==> config.mk <==
export PLATFORM = sky130hd
export DESIGN_NAME = iob2axil
export DESIGN_NICKNAME = d
export VERILOG_FILES = /design/src/rtl/iob2axil.sv
export SDC_FILE = /design/constraint.sdc
export NUM_CORES = 1
export LEC_CHECK = 0
export BUFFER_PORTS_ARGS = -buffer_cell sky130_fd_sc_hd__buf_2
export CAP_MARGIN = 20
export CORE_ASPECT_RATIO = 0.7
export CORE_UTILIZATION = 30
export CTS_CLUSTER_SIZE = 40
export DETAILED_ROUTE_END_ITERATION = 8
export GPL_TIMING_DRIVEN = 1
export HOLD_SLACK_MARGIN = 0.1
export PLACE_DENSITY = 0.62
export SYNTH_ARGS = -nofsm -noshare
export SYNTH_HDL_FRONTEND = slang
export SYNTH_SLANG_ARGS = --single-unit
==> constraint.sdc <==
create_clock -name clk_i -period 2.3 [get_ports clk_i]
set_clock_uncertainty 0.05 [all_clocks]
set_input_delay 0.46 -clock clk_i [delete_from_list [all_inputs] [get_ports clk_i]]
set_output_delay 0.46 -clock clk_i [all_outputs]
set_load 0.02 [all_outputs]
==> src/rtl/iob2axil.sv <==
// iob2axil: IOb slave to AXI4-Lite master bridge, one transfer in flight; define IOB2AXIL_RESP_ERR_EN to add a sticky response error flag (err_o/err_clr_i)
module iob2axil #(
  parameter int ADDR_W      = 21,
  parameter int DATA_W      = 32,
  parameter int AXIL_ADDR_W = ADDR_W,
  parameter int AXIL_DATA_W = DATA_W
) (
  input  logic                     clk_i,
  input  logic                     arst_n_i,
  input  logic                     iob_avalid_i,
  input  logic [ADDR_W-1:0]        iob_addr_i,
  input  logic [DATA_W-1:0]        iob_wdata_i,
  input  logic [DATA_W/8-1:0]      iob_wstrb_i,
  output logic                     iob_rvalid_o,
  output logic [DATA_W-1:0]        iob_rdata_o,
  output logic                     iob_ready_o,
  output logic [AXIL_ADDR_W-1:0]   axil_awaddr_o,
  output logic [2:0]               axil_awprot_o,
  output logic                     axil_awvalid_o,
  input  logic                     axil_awready_i,
  output logic [AXIL_DATA_W-1:0]   axil_wdata_o,
  output logic [AXIL_DATA_W/8-1:0] axil_wstrb_o,
  output logic                     axil_wvalid_o,
  input  logic                     axil_wready_i,
  input  logic [1:0]               axil_bresp_i,
  input  logic                     axil_bvalid_i,
  output logic                     axil_bready_o,
  output logic [AXIL_ADDR_W-1:0]   axil_araddr_o,
  output logic [2:0]               axil_arprot_o,
  output logic                     axil_arvalid_o,
  input  logic                     axil_arready_i,
  input  logic [AXIL_DATA_W-1:0]   axil_rdata_i,
  input  logic [1:0]               axil_rresp_i,
  input  logic                     axil_rvalid_i,
  output logic                     axil_rready_o
`ifdef IOB2AXIL_RESP_ERR_EN
  ,
  output logic                     err_o,
  input  logic                     err_clr_i
`endif
);
  typedef enum logic [2:0] {IDLE, WR_REQ, WR_RESP, RD_REQ, RD_DATA} state_t;
  state_t state;
  logic [AXIL_ADDR_W-1:0] addr;
  logic wr_done;
  assign axil_awaddr_o = addr;
  assign axil_araddr_o = addr;
  assign axil_awprot_o = 3'b000;
  assign axil_arprot_o = 3'b000;
  assign wr_done = (!axil_awvalid_o || axil_awready_i) && (!axil_wvalid_o || axil_wready_i);
  // Transfer sequencer; ready is a register so it stays low through reset and rises one edge later
  always_ff @(posedge clk_i or negedge arst_n_i)
    if (!arst_n_i) begin
      state          <= IDLE;
      addr           <= '0;
      axil_wdata_o   <= '0;
      axil_wstrb_o   <= '0;
      axil_awvalid_o <= 1'b0;
      axil_wvalid_o  <= 1'b0;
      axil_bready_o  <= 1'b0;
      axil_arvalid_o <= 1'b0;
      axil_rready_o  <= 1'b0;
      iob_rvalid_o   <= 1'b0;
      iob_rdata_o    <= '0;
      iob_ready_o    <= 1'b0;
    end else begin
      iob_rvalid_o <= 1'b0;
      case (state)
        IDLE:
          if (iob_avalid_i && iob_ready_o) begin
            addr         <= AXIL_ADDR_W'(iob_addr_i);
            axil_wdata_o <= iob_wdata_i;
            axil_wstrb_o <= iob_wstrb_i;
            iob_ready_o  <= 1'b0;
            if (|iob_wstrb_i) begin
              state          <= WR_REQ;
              axil_awvalid_o <= 1'b1;
              axil_wvalid_o  <= 1'b1;
            end else begin
              state          <= RD_REQ;
              axil_arvalid_o <= 1'b1;
            end
          end else iob_ready_o <= 1'b1;
        WR_REQ: begin
          if (axil_awready_i) axil_awvalid_o <= 1'b0;
          if (axil_wready_i) axil_wvalid_o <= 1'b0;
          if (wr_done) begin
            state         <= WR_RESP;
            axil_bready_o <= 1'b1;
          end
        end
        WR_RESP:
          if (axil_bvalid_i) begin
            state         <= IDLE;
            axil_bready_o <= 1'b0;
            iob_ready_o   <= 1'b1;
          end
        RD_REQ:
          if (axil_arready_i) begin
            state          <= RD_DATA;
            axil_arvalid_o <= 1'b0;
            axil_rready_o  <= 1'b1;
          end
        RD_DATA:
          if (axil_rvalid_i) begin
            state         <= IDLE;
            iob_rdata_o   <= axil_rdata_i;
            iob_rvalid_o  <= 1'b1;
            axil_rready_o <= 1'b0;
            iob_ready_o   <= 1'b1;
          end
        default: state <= IDLE;
      endcase
    end
`ifdef IOB2AXIL_RESP_ERR_EN
  // Sticky error: a non-OKAY B or R handshake sets it and beats a same-cycle clear
  always_ff @(posedge clk_i or negedge arst_n_i)
    if (!arst_n_i) err_o <= 1'b0;
    else if ((axil_bvalid_i && axil_bready_o && |axil_bresp_i) || (axil_rvalid_i && axil_rready_o && |axil_rresp_i)) err_o <= 1'b1;
    else if (err_clr_i) err_o <= 1'b0;
`else
  logic unused;
  assign unused = ^{axil_bresp_i, axil_rresp_i};
`endif
endmodule

======== After elaboration in Yosys (flattened, before gate mapping) ========
Index checks and enable logic that the tools add are counted.
storage, ports and cells
  bits in registers ....................... 99
  bits in latches ......................... 0
  memory bits (writable) .................. 0
  ROM bits ................................ 0
  output and inout bits ................... 123
  memories kept ........................... 0
operators by class
  add/sub/neg operators ................... 0
  multiply operators ...................... 0
  divide/modulo/power cells ............... 0
  $lt $le $gt $ge ......................... 0
  equal/unequal tests ..................... 13
  shift operators ......................... 0
  mux-type cells .......................... 29
  bitwise operators ....................... 0
  reduce and logical (&&, ||, !) cells .... 22
operators with widths
  cell                  number
  $ne A2 B2 Y1 const B  9
  $mux W1               16
  $mux W3               5
  $pmux W3 S5           1
  $reduce_and A4 Y1     3
  $pmux W1 S2           5
  $reduce_and A3 Y1     3
  $reduce_bool A2 Y1    4
  $eq A3 B2 Y1 const B  2
  $reduce_and A5 Y1     1
  $reduce_and A2 Y1     2
  $reduce_or A4 Y1      1
  $eq A3 B1 Y1 const B  1
  $eq A3 B3 Y1 const B  1
  $logic_not A3 Y1      1
  $pmux W1 S3           1
  $reduce_bool A3 Y1    1
  $logic_and A1 B1 Y1   2
  $logic_not A1 Y1      2
  $logic_or A1 B1 Y1    2
  $mux W2               1

======== Longest topological paths before layout ========
Gate-level depths: netlist of run 1.
  depth after elaboration ................. 5
  gate-level depth with buffers ........... 6

======== Worst setup path before layout of run 1 ========
Ideal clock, no wire load.
  kind .................................... flip-flop to flip-flop
  start point ............................. register state[1]
  end point ............................... register addr[12], in the netlist axil_araddr_o[12]
  setup time .............................. 127 ps
  data arrival time ....................... 1436 ps
  required time ........................... 2123 ps
  slack ................................... 687 ps
  stages on the path, launching flop included .. 7
  path buffers ............................ 3
  cell sequence ........................... dfrtp_1 buf_6 nand4bb_4 nor2_4 buf_6 buf_8 mux2_1
between the ends
  longest elaborated chain between the ends .. 2
ends and longest elaborated chain
  element                             line  source
  start: declaration                  43    state_t state;
  start signal: assignment            54    state <= IDLE;
  start signal: assignment            76    state <= WR_REQ;
  start signal: assignment            80    state <= RD_REQ;
  $logic_not A3 Y1                    68    case (state)
  $reduce_and A2 Y1 (no source line)  n/a
  end signal: assignment              71    addr <= AXIL_ADDR_W'(iob_addr_i);
  end: declaration                    44    logic [AXIL_ADDR_W-1:0] addr;
No other way between the ends.
A chain may end at the register's enable or synchronous reset.

======== Worst setup path in the final report of run 1 ========
  start point ............................. register state[1]
  end point ............................... register addr[11], in the netlist axil_araddr_o[11]
Same word-level chain as after synthesis.

==> out/qor.yml, run 1 <==
status: "finished, final reports clean"
root_buffer: "clkbuf_16"
dpl-instance-area_sq_um: 5130
critPathKind: "flip-flop to flip-flop"
p_leak_nw: 2.73
p_sw_mw: 3.16
p_seq_share_pct: 37.6
slew_violations: 0
postRouteAntennaNets: 0
track_usage_pct: 12.9
slew_headroom_pct: 59.3
rsz0062_at_grt: "no"
vdd_drop_max_v: 0.000559
yosys_warnings: 0
power_density_nw_per_um2: 1470
avgSynthCellArea_sq_um: 15.2
dr_total_vias: 2787
dr.pass1.iters: 4
die_h_microns: 99.3
path_clk_slew_ns: 0.06
power.share.clock_pct: 17.0
wirelength_microns: 8620
drive_above_1_share_pct: 67.7
drc: 0
nNetsFinal: 563
r2r_start: "state[1]"
grt_max_degree: 55
path_max_fanout: 17
num_antenna_cells: 0
clk_path_buf_depth: 2
drtIter0Drc: 56
required_ns: 2.47
ys_seq_area_share_pct: 61.0
pwr-share-comb_pct: 45.4
clock_latency_ns: 0.33
numClockSinks: 99
min_from: "axil_awready_i"
postCtsResizedCells: 0
dp_hpwl_microns: 6520
synth_area_sq_um: 4060
r2r_end: "axil_araddr_o[11]"
io_pins: 224
p_sw_share_pct: 39.7
finalCriticalPeriod_ns: 1.73
grt_pass1_wl_microns: 13800
tns_ns: 0
whs_path_depth: 2
power.internal_mw: 4.80
place_ws_ns: 0.569
worst_slew_pin_slew_ns: 0.610
reg2reg_slack_ns: 0.57
core_area_sq_um: 13200
route.detailed.wl_per_inst_microns: 13.3
ys_ff_latch: 99
areaGrowthSynthToFinish_pct: 33.3
postCtsSetupBuffers: 0
setup_viol: 0
synth.distinct_cells: 33
hold_viol: 0
grt_pass1_vias: 2754
fmax_mhz: 579
grt_overflow: 0
num-fill-cells: 1240
die_w_microns: 141
cts-htree-levels: 3
num_rows: 35
critPathLaunchType: "flip-flop"
stdcell_area_sq_um: 5410
netlist_instances: 267
cp_data_arrival_time_ns: 1.89
r2r_cells: 4
min_path_type: "input pin to flip-flop"
ctsHoldBuffers: 1
gp_congestion: 0.803
portBuffers: 213
grt_antenna_before_repair: 0
vias_per_cell: 4.29
max-cap-violations: 0
die-area_sq_um: 14000
start_util_pct: 30.8
totalPowerFinal_mw: 7.96
hold_end: "axil_awvalid_o"
setup_slack_ns: 0.574
cp-end-kind: "flip-flop"
period_share_pct: 75.0
cts_tree: "built"
cts_buffers: 9
## metrics by stage
step	hold WS, ns	util [%]	instances
floorplan	0.114	-	272
global placement	0.414	38.9	635
detailed placement	0.419	38.9	635
CTS	0.260	41.0	650
global route	0.262	41.0	650
finish	0.281	41.0	650
## critical path, stage by stage, from the launching register on
cell and delay, ns:
dfrtp_1 0.48, nand4bb_4 0.29, nor2_4 0.13, buf_4 0.27, mux2_2 0.38
## cells in the mapped netlist (all sizes together)
library cell | count | area, sq um
nand2 | 3 | 11.3
inv | 6 | 22.5
o21bai | 1 | 7.51
mux2 | 89 | 1000
nor3 | 1 | 5.00
o311ai | 1 | 8.76
a31oi | 2 | 12.5
a32oi | 1 | 8.76
a2bb2oi | 2 | 17.5
nor2b | 1 | 6.26
nor4 | 1 | 6.26
a22oi | 1 | 7.51
o2bb2ai | 1 | 8.76
conb | 1 | 3.75
o21ai | 2 | 10.0
nand2b | 1 | 6.26
and3 | 1 | 6.26
o31ai | 1 | 7.51
nand4bb | 1 | 27.5
dfrtp | 99 | 2480
a31o | 1 | 8.76
nand4 | 1 | 6.26
nor2 | 5 | 26.3
nor4b | 1 | 8.76
a221oi | 1 | 8.76
buf | 40 | 322
o22ai | 1 | 6.26
o221ai | 1 | 8.76
## sequential cells by signal, summed over array words and instances (netlist names), 3 cells and up
name and count:
axil_araddr_o 21, state 3, axil_wstrb_o 4, iob_rdata_o 32, axil_wdata_o 32
## power groups by stage
stage	Combinational, mW	Clock, mW	Sequential (mW)
floorplan	1.76	0	3.92
global placement	3.63	0	2.97
detailed placement	3.66	0	3.02
CTS	3.67	1.43	3.00
global route	3.87	1.51	3.11
finish	3.61	1.35	2.99
## kinds of logic after synthesis
family / Yosys count / share of synthesized area, %
mux: 89 / 24.7
compound gates: 16 / 2.99
buf+inv: 46 / 8.48
simple gates: 16 / 2.71
flops: 99 / 61.0
other cells: 1 / 0.0924
## metal layers
layer | vias up | track usage, % | wire length [microns]
li1 | 1298 | - | -
met1 | 1346 | 15.8 | 3730
met2 | 136 | 20.5 | 4040
met3 | 7 | 5.63 | 787
met4 | 0 | 3.76 | 65
met5 | - | 0 | 0
## cell type report
type | count | area (sq um) | share of cell area [%]
flip-flops and latches | 99 | 2480 | 45.8
multi-input cells | 127 | 1260 | 23.2
repair buffers | 219 | 1150 | 21.3
clock buffers | 10 | 239 | 4.42
well taps | 185 | 231 | 4.28
clock inverters | 4 | 28.8 | 0.532
inverters | 6 | 22.5 | 0.416
## placed cells by master (no fill, tap or decap), types with 2 or more instances in the layout
cell / instances
conb_1: 6
clkbuf_16: 9
o21ai_0: 2
dfrtp_1: 99
clkinvlp_4: 2
buf_4: 3
mux2_1: 10
nor2_1: 4
a2bb2oi_1: 2
inv_1: 6
buf_12: 3
buf_2: 212
mux2_2: 79
nand2_1: 3
a31oi_1: 2
## how the worst max path moves through the flow
stage | start | end | slack [ns]
global route | state[1] | axil_wdata_o[23] | 0.47
CTS | state[1] | axil_araddr_o[11] | 0.56
detailed placement | state[1] | axil_araddr_o[11] | 0.57
floorplan | state[1] | axil_araddr_o[12] | 0.69
global placement | state[1] | axil_araddr_o[10] | 0.61
finish | state[1] | axil_araddr_o[11] | 0.57
Power figures use the tool's default switching activity.
==> run 2, diff against run 1 <==
--- a/config.mk
+++ b/config.mk
@@ -13,7 +13,7 @@
 export DETAILED_ROUTE_END_ITERATION = 8
 export GPL_TIMING_DRIVEN = 1
 export HOLD_SLACK_MARGIN = 0.1
-export PLACE_DENSITY = 0.62
+export PLACE_DENSITY = 0.64
 export SYNTH_ARGS = -nofsm -noshare
 export SYNTH_HDL_FRONTEND = slang
 export SYNTH_SLANG_ARGS = --single-unit
==> constraint.sdc (replaced) <==
create_clock -name clk_i -period 1.5 [get_ports clk_i]
set_clock_uncertainty 0.05 [all_clocks]
set_input_delay 0.3 -clock clk_i [delete_from_list [all_inputs] [get_ports clk_i]]
set_output_delay 0.3 -clock clk_i [all_outputs]
set_load 0.02 [all_outputs]
==> run 2 against run 1 <==
- critical path depth grew 1
- first-iteration DRC count grew 54%
- sequential power grew 54%
- routed wire length grew 23%
- final cell count grew 4.3%
- largest power group unchanged
- the flow now finishes with violations (setup timing)
- critical endpoint is now axil_wdata_o[3]
- die area is the same
- sequential share of layout area shrank 5.4 points
==> out/qor.yml, run 2 (synthesized netlist as in run 1, its figures left out) <==
critPathTopFamily: "flip-flops"  # unchanged
clock_latency_ns: 0.33  # about the same
holdWs_ns: 0.124  # was 0.281 ns
finalNonFillerCells: 678  # was 650
vias_per_cell: 4.38  # was 4.29
critical-path-slowest-cell: "dfrtp_2"  # was dfrtp_1
io_pins: 224  # unchanged
vdd_drop_max_v: 0.000963  # was 0.000559 V
grt_pass1_vias: 3121  # was 2754
dp.cells: 642  # was 635
violations: "setup timing"
root_buffer: "clkbuf_16"  # unchanged
portBuffers: 213  # unchanged
core_area_sq_um: 13200  # unchanged
cp_data_arrival_time_ns: 1.79  # was 1.89 ns
tns_ns: -7.89  # was 0 ns
gp_congestion: 0.833  # was 0.803
track_usage_pct: 15.4  # was 12.9%
die-area_sq_um: 14000  # unchanged
dp_hpwl_microns: 6400  # was 6520 microns
dpl-instance-area_sq_um: 5180  # was 5130 sq um
areaGrowthSynthToFinish_pct: 51.1  # was 33.3%
drc: 0  # unchanged
layout_common_cells: "buf_2, dfrtp_1, mux2_4"  # was buf_2, dfrtp_1, mux2_2
numClockSinks: 99  # unchanged
clk_path_buf_depth: 2  # unchanged
p_leak_nw: 3.15  # was 2.73 nW
max-cap-violations: 0  # unchanged
die_w_microns: 141  # unchanged
start_util_pct: 30.8  # unchanged
worst_slew_pin_slew_ns: 0.519  # was 0.610 ns
path_clk_slew_ns: 0.07  # was 0.06 ns
num_antenna_cells: 0  # unchanged
grt_antenna_before_repair: 0  # unchanged
critPathLaunchType: "flip-flop"  # unchanged
final_common_cell: "buf_2"  # unchanged
grt_overflow: 0  # unchanged
route.detailed.wl_per_inst_microns: 15.7  # was 13.3 microns
totalPowerFinal_mw: 13.9  # was 7.96 mW
cts_buffers: 9  # unchanged
cpPeakStageDelay_ns: 0.43  # was 0.48 ns
status: "finished, violations left"  # was finished, final reports clean
slew_violations: 0  # unchanged
dr_total_vias: 2973  # was 2787
hold_viol: 0  # unchanged
path_max_fanout: 10  # was 17
grt_max_degree: 100  # was 55
power_density_nw_per_um2: 2270  # was 1470 nW/um^2
dr.pass1.iters: 4  # unchanged
path_cells: "nand4bb_4 > nor2_4 > buf_6 > buf_12 > mux2_4"  # was nand4bb_4 > nor2_4 > buf_4 > mux2_2
critPathKind: "flip-flop to flip-flop"  # unchanged
worst-path-buf-inv: 2  # was 1
cp-end-kind: "flip-flop"  # unchanged
postRouteAntennaNets: 0  # unchanged
required_ns: 1.67  # was 2.47 ns
die_h_microns: 99.3  # unchanged
num_rows: 35  # unchanged
nNetsFinal: 589  # was 563
period_share_pct: 108  # was 75.0%
drtIter0Drc: 86  # was 56
cts-htree-levels: 3  # unchanged
drive_above_1_share_pct: 72.0  # was 67.7%
cts_tree: "built"  # unchanged
grt_pass1_wl_microns: 16500  # was 13800 microns
stdcell_area_sq_um: 6130  # was 5410 sq um
min_path_type: "input pin to flip-flop"  # unchanged
slew_headroom_pct: 65.4  # was 59.3%
rsz0062_at_grt: "yes"  # was no
fmax_mhz: 616  # was 579 MHz
wirelength_microns: 10600  # was 8620 microns
setup_slack_ns: -0.124  # was 0.574 ns
setup_viol: 89  # was 0
finalCriticalPeriod_ns: 1.62  # was 1.73 ns
[run 2: changes by cell type in the layout (fill, tap and decap cells not counted), sizes merged]
cell      delta
buf         +24
clkbuf       +3
clkinv       +2
clkinvlp     -1
[run 2: report_power, final]
| part | switching (mW) | internal (mW) | total (mW) | leakage, nW |
|---|---|---|---|---|
| sequential | 0.719 | 3.88 | 4.60 | 1.20 |
| combinational | 3.66 | 3.51 | 7.17 | 1.81 |
| clock | 0.988 | 1.18 | 2.17 | 0.136 |
| total | 5.37 | 8.57 | 13.9 | 3.15 |
[run 2: timing repair]
action                                  CTS  global route
resized for setup                        95             8
pin swaps                                 4             1
endpoints found under the hold margin    99             0
hold buffers                              1             0
setup buffers                            12             1
cloned                                    7             2
endpoints found under the setup margin   89            91
[run 2: worst paths after layout]
check | startpoint | to | slack [ns] | cells past startpoint
hold reg to reg | iob_rdata_o[21] | iob_rdata_o[21] | 0.45 | 1
setup reg to reg | state[1] | axil_wdata_o[3] | -0.12 | 5
min in group asynchronous | arst_n_i | axil_araddr_o[18] | 0.52 | 3
hold / removal | axil_wready_i | axil_wvalid_o | 0.12 | 2
max in group asynchronous | arst_n_i | state[1] | 0.50 | 3
setup / recovery | state[1] | axil_wdata_o[3] | -0.12 | 5
[run 2: final cells by class]
class                   count  area [sq um]
clock buffers              11           243
clock inverters             5          38.8
fillers                  1199          7050
inverters                   6          22.5
multi-input cells         127          1570
flip-flops and latches     99          2480
well taps                 185           231
repair buffers            245          1550
[run 2: stage by stage]
step           utilization [%]  worst slack, ns
2_1_floorplan                -           -0.113
6_report                  46.5           -0.124
3_3_place_gp              39.3           -0.139
3_5_place_dp              39.3           -0.189
5_1_grt                   46.5           -0.183
4_1_cts                   46.5           -0.140
[run 2: routing by layer]
layer | vias up | wire length, microns | GRT usage (%)
met3 | 9 | 691 | 5.39
met4 | 0 | 92 | 4.01
li1 | 1351 | - | -
met5 | - | 0 | 0
met2 | 136 | 5050 | 25.4
met1 | 1477 | 4800 | 19.3
